===== src/rtl/reduction_requant_packer.sv =====
// Requantises TILE_SIZE signed accumulator lanes (rounding shift, optional ReLU,
// signed saturation) and packs them into one word, buffered in a FWFT FIFO.
// The upstream never stalls: a vector arriving at a full FIFO is dropped and flagged.
module reduction_requant_packer #(
    parameter int TILE_SIZE   = 4,
    parameter int ACC_WIDTH   = 32,
    parameter int OUT_WIDTH   = 8,
    parameter int FIFO_DEPTH  = 4,
    parameter int SHIFT_WIDTH = 5
) (
    input  logic                              clk,
    input  logic                              rst,
    input  logic                              clear,
    input  logic                              vec_valid,
    input  logic signed [ACC_WIDTH-1:0]       vec_in [TILE_SIZE],
    input  logic [SHIFT_WIDTH-1:0]            cfg_shift,
    input  logic                              cfg_relu,
    output logic                              out_valid,
    input  logic                              out_ready,
    output logic [TILE_SIZE*OUT_WIDTH-1:0]    out_data,
    output logic [$clog2(FIFO_DEPTH):0]       fifo_count,
    output logic                              overflow,
    output logic [15:0]                       sat_count
);

    localparam int TW = ACC_WIDTH + 1;
    localparam int PW = $clog2(FIFO_DEPTH);
    localparam int CW = PW + 1;
    localparam int WW = TILE_SIZE * OUT_WIDTH;
    localparam int NW = $clog2(TILE_SIZE + 1);
    localparam logic signed [TW-1:0] SAT_MAX = TW'((1 << (OUT_WIDTH - 1)) - 1);
    localparam logic signed [TW-1:0] SAT_MIN = ~SAT_MAX;

    logic                   s1_valid;
    logic signed [TW-1:0]   s1_t [TILE_SIZE];
    logic [SHIFT_WIDTH-1:0] s1_shift;
    logic                   s1_relu;

    logic                   s2_valid;
    logic [WW-1:0]          s2_word;

    logic [TW-1:0]          round_bias;
    logic signed [TW-1:0]   t_next [TILE_SIZE];
    logic signed [TW-1:0]   y [TILE_SIZE];
    logic [WW-1:0]          word_next;
    logic [NW-1:0]          sat_lanes;
    logic [16:0]            sat_sum;

    logic [WW-1:0]          mem [FIFO_DEPTH];
    logic [PW-1:0]          wr_ptr;
    logic [PW-1:0]          rd_ptr;
    logic [WW-1:0]          last_data;
    logic                   pop;
    logic                   push;
    logic                   drop;

    // Rounding bias added one bit wider than the lane so the sum can never wrap.
    always_comb begin
        round_bias = '0;
        if (cfg_shift != '0)
            round_bias = TW'(1) << (cfg_shift - 1'b1);
        for (int i = 0; i < TILE_SIZE; i++)
            t_next[i] = $signed({vec_in[i][ACC_WIDTH-1], vec_in[i]}) + $signed(round_bias);
    end

    // Stage 1: capture biased lanes with the shift/relu settings that came with them.
    always_ff @(posedge clk or posedge rst) begin
        if (rst) begin
            s1_valid <= 1'b0;
            s1_shift <= '0;
            s1_relu  <= 1'b0;
            for (int i = 0; i < TILE_SIZE; i++)
                s1_t[i] <= '0;
        end else if (clear) begin
            s1_valid <= 1'b0;
        end else begin
            s1_valid <= vec_valid;
            if (vec_valid) begin
                s1_shift <= cfg_shift;
                s1_relu  <= cfg_relu;
                for (int i = 0; i < TILE_SIZE; i++)
                    s1_t[i] <= t_next[i];
            end
        end
    end

    // Arithmetic shift, ReLU, then clamp; only clamping counts as saturation.
    always_comb begin
        word_next = '0;
        sat_lanes = '0;
        for (int i = 0; i < TILE_SIZE; i++) begin
            y[i] = s1_t[i] >>> s1_shift;
            if (s1_relu && (y[i] < 0))
                y[i] = '0;
            if (y[i] > SAT_MAX) begin
                word_next[i*OUT_WIDTH +: OUT_WIDTH] = SAT_MAX[OUT_WIDTH-1:0];
                sat_lanes = sat_lanes + NW'(1);
            end else if (y[i] < SAT_MIN) begin
                word_next[i*OUT_WIDTH +: OUT_WIDTH] = SAT_MIN[OUT_WIDTH-1:0];
                sat_lanes = sat_lanes + NW'(1);
            end else begin
                word_next[i*OUT_WIDTH +: OUT_WIDTH] = y[i][OUT_WIDTH-1:0];
            end
        end
    end

    assign sat_sum = {1'b0, sat_count} + 17'(sat_lanes);

    // Stage 2: hold the packed word for the FIFO write and accumulate saturations.
    always_ff @(posedge clk or posedge rst) begin
        if (rst) begin
            s2_valid  <= 1'b0;
            s2_word   <= '0;
            sat_count <= '0;
        end else if (clear) begin
            s2_valid  <= 1'b0;
            sat_count <= '0;
        end else begin
            s2_valid <= s1_valid;
            if (s1_valid) begin
                s2_word   <= word_next;
                sat_count <= sat_sum[16] ? 16'hFFFF : sat_sum[15:0];
            end
        end
    end

    assign out_valid = (fifo_count != '0);
    assign out_data  = out_valid ? mem[rd_ptr] : last_data;
    assign pop       = out_valid && out_ready;
    // A full FIFO still accepts when the head leaves on the same edge.
    assign push      = s2_valid && ((fifo_count < CW'(FIFO_DEPTH)) || pop);
    assign drop      = s2_valid && !push;

    // FIFO storage, pointers, occupancy and sticky drop flag.
    always_ff @(posedge clk or posedge rst) begin
        if (rst) begin
            wr_ptr     <= '0;
            rd_ptr     <= '0;
            fifo_count <= '0;
            overflow   <= 1'b0;
            last_data  <= '0;
            for (int i = 0; i < FIFO_DEPTH; i++)
                mem[i] <= '0;
        end else if (clear) begin
            wr_ptr     <= '0;
            rd_ptr     <= '0;
            fifo_count <= '0;
            overflow   <= 1'b0;
        end else begin
            if (push) begin
                mem[wr_ptr] <= s2_word;
                wr_ptr      <= wr_ptr + PW'(1);
            end
            if (pop) begin
                last_data <= mem[rd_ptr];
                rd_ptr    <= rd_ptr + PW'(1);
            end
            if (drop)
                overflow <= 1'b1;
            if (push && !pop)
                fifo_count <= fifo_count + CW'(1);
            else if (pop && !push)
                fifo_count <= fifo_count - CW'(1);
        end
    end

endmodule


===== config.mk =====
export PLATFORM = sky130hd
export DESIGN_NAME = reduction_requant_packer
export DESIGN_NICKNAME = d
export VERILOG_FILES = /design/src/rtl/reduction_requant_packer.sv
export SDC_FILE = /design/constraint.sdc
export NUM_CORES = 2
export LEC_CHECK = 0
export BUFFER_PORTS_ARGS = -buffer_cell sky130_fd_sc_hd__buf_2
export CAP_MARGIN = 20
export CORE_UTILIZATION = 35
export DETAILED_ROUTE_END_ITERATION = 6
export PLACE_DENSITY_LB_ADDON = 0.1
export SYNTH_ARGS = -nofsm -noshare
export SYNTH_HDL_FRONTEND = slang
export SYNTH_SLANG_ARGS = --single-unit

===== constraint.sdc =====
create_clock -name clk -period 16.13 [get_ports clk]
set_clock_uncertainty 0.2 [all_clocks]
set_input_delay 4.0325 -clock clk [delete_from_list [all_inputs] [get_ports clk]]
set_output_delay 4.0325 -clock clk [all_outputs]
set_load 0.02 [all_outputs]

==> metrics.md <==
| Metric | Value |
|---|---|
| Top FF cell, synth | `dfrtp_1` |
| Vias | `between 20000 and 30000` |
| Grt total ovfl | `0` |
| Area grow syn2layout | `11.5%` |
| Largest net degree at the start of global routing | `approximately 230` |
| Top-area cell type share of the netlist area | `a little under a third` |
| Area leader, netlist | `dfrtp_1` |
| Final hold vios | `0` |
| HP Class | `flop to flop` |
| Wirelength per Cell | `24.4 um` |
| Power Total | `slightly above 4 mW` |
| Routability congestion estimate | `just over 0.9` |
| Layout cell share with drive strength beyond 1 | `between 20% and 30%` |
| HPWL after detailed placement | `just under 80000 um` |
| First-pass GRT wire length | `between 150000 and 200000 um` |
| Simple-gate share of the synthesized area | `between 10% and 20%` |
| Compound-gate portion of the synthesized area | `a little under a fifth` |
| Post-synthesis mux area share | `between 20 and 30%` |
| Max-slew headroom | `about a fifth` |
| Vias per cell | `roughly 5.9` |
| Clock Sink Count | `around 360` |
| H-Tree Depth | `2` |
| Routed length on met1 | `about 47000 um` |
| FF-to-FF setup slack | `7.78 ns` |
| Largest family of logic cells by synthesized area | `multiplexers` |
| Worst-Margin Slew | `1.17 ns` |
| Area after DPL | `31200 um^2` |
| Nets | `~3400` |
| Final WL | `104000 um` |
| Pre-Repair DR Iteration Count | `7` |
| DR top layer | `met5` |
| Register area share after synthesis | `a little under a third` |
| IO Port Bufs | `191` |
| Post-synth EDFFs | `0` |
| Fin area | `32900 um^2` |
| Number of max-cap violations | `0` |
| Final period utilization | `a little over half` |
| DIE HEIGHT | `approximately 290 um` |
| Initial antenna violation count | `1` |
| # diodes | `0` |
| DP Cell Count | `4189` |
| Commonest non-fill, non-tap cell in the layout | `nand2_1` |
| Clock buffers created by TritonCTS | `46` |
| Pre-CTS WS | `about 6.9 ns` |
| IO Pins | `approximately 190` |
| Die Wd | `just under 300 um` |
| RSZ-0062 raised after global routing | `false` |
| Final ANT Viol Nets | `0` |
| Gr usage total | `24.0%` |
| CP Capture Type | `flop` |
| Endpoints failing setup | `0` |
| Drt drc | `0` |
| Clock tree buffer depth | `3` |
| Met3 WL | `4870 um` |
| Data arrival time of the worst path | `around 9.0 ns` |
| Hold WS | `approximately 0.28 ns` |
| Synth top area cells | `dfrtp_1, mux4_2, mux2_2, ha_1, nand2_1` |
| Crit Path Category | `input port to flop` |
| Initial core utilization | `between 30% and 40%` |
| Clk slew on worst S/H paths | `roughly 0.060 ns` |
| Avg Inst Size Synth | `~9.6 um^2` |
| Post-cts sizing count | `0` |
| Worst Path Max Fanout | `9` |
| Clk_lat worst skew | `slightly below 0.6 ns` |
| Met2 routed WL | `49200 um` |
| Post-Syn Area | `29500 um^2` |
| Yosys warning count | `0` |
| Synth Area in Adders | `6.29%` |
| Max-slew violation count | `0` |
| Synth async-reset ratio | `between 90% and 100%` |
| Commonest cells after routing, fill and taps aside | `nand2_1, dfrtp_1, o21ai_0, mux2_2, a21oi_1` |
| Min cycle time layout | `about 8.7 ns` |
| Core Region | `roughly 84000 um^2` |
| Power density over the cells | `approximately 130 nW/um^2` |
| Leakage | `between 10 and 15 nW` |
| Netlist cell types | `100` |
| XOR/XNOR share of the synthesized area | `2.99%` |
| Fin Setup TNS | `0 ns` |
| Peak supply drop | `0.146 mV` |
| Std-Cell Rows | `around 110` |
| Number of global-route vias before repair | `approximately 25000` |
| Worst setup SP type | `input port` |
| F_max | `about 120 MHz` |
| Worst endpoint required time | `roughly 16 ns` |
| Setup ws final | `around 7.5 ns` |
| DR iter-0 viols | `2017` |
| Status | `complete, no violations` |
| CTS tree | `yes` |
| Setup bufs post-CTS | `0` |
| DIE AREA | `85600 um^2` |
| Finished Core Util | `between 30% and 40%` |
| CTS Root Cell | `clkbuf_16` |
| Hold-fix buffer count after cts | `0` |
| #FFs+latches synth | `approximately 360` |
| Fin cells | `~4300` |
| Post-Syn Instances | `slightly above 3000` |
## sequential cells by signal, summed over array words and instances, names as in the netlist
signal,cells
s1_valid,1
rd_ptr,2
wr_ptr,2
last_data,32
fifo_count,3
s2_valid,1
s2_word,32
sat_count,16
s1_shift,5
mem,128
overflow,1
s1_relu,1
s1_t,132
## per-layer routing
layer	vias to the layer above	track usage, %
met5	-	0
met4	2	6.51
met3	142	2.50
met2	829	39.6
met1	12500	33.3
li1	11700	-
## Yosys cell counts (all sizes together) (7+ instances only)
cell type  count
o21a          16
and2          15
a311oi        11
dfrtp        356
nand3         66
nor3b         16
a31o           7
o21ai        270
mux2i         98
or2           16
a31oi         29
o21bai        20
or3           18
nand3b         9
nor4           7
nor3          40
a22oi          9
a2111oi       12
xor2          46
mux2         246
nor2b         32
a21oi        205
mux4         161
xnor2         54
clkbuf       101
nand2        370
o22ai         13
nor2         191
o31ai         26
nand2b        32
a21o          84
a211o          8
inv           72
buf           94
and3          19
a211oi        50
ha           139
nand4         12
o211ai        15
## area by class of cell
class	count	area [um^2]
sequential	356	8930
timing repair buffer	221	1230
clock buffer	68	1360
tap	1080	1350
inverter	72	278
fill	8234	50600
clock inverter	18	294
multi-input combinational	2461	19500
## report_power, final
part           internal, mW  switching (mW)
registers              1.07           0.219
logic                 0.760           0.966
clock network         0.697           0.420
## cell families after synthesis
group,Yosys count
AOI/OAI and AO/OA,846
xor gates and xnor gates,100
adders and majority gates,145
buffers and inverters,267
DFF,356
muxes,505
other,1
and+or+nand+nor,861
## path summary, 6_finish.rpt
| check | start | end | cells after the start |
|---|---|---|---|
| setup / recovery | cfg_shift[2] | s1_t[127] | 16 |
| hold / removal | s1_t[99] | s1_t[99] | 2 |
| setup reg to reg | s1_shift[3] | sat_count[5] | 24 |
| hold reg to reg | s1_t[99] | s1_t[99] | 2 |
| max in group asynchronous | rst | mem[103] | 3 |
| min in group asynchronous | rst | s1_t[105] | 2 |
## worst max-delay path, cell delays in order
cell	delay, ns
buf_2	0.15
or3_1	0.41
nor2_1	0.44
ha_1	0.28
inv_1	0.06
fa_1	0.38
nor2b_1	0.16
o21ai_0	0.13
a2111oi_0	0.85
o21ai_0	0.31
a31o_2	0.34
a21o_1	0.23
a211o_1	0.29
nand3_1	0.20
or4b_2	0.61
nand3_1	0.10
No activity file was read; power rests on OpenSTA's default activity.
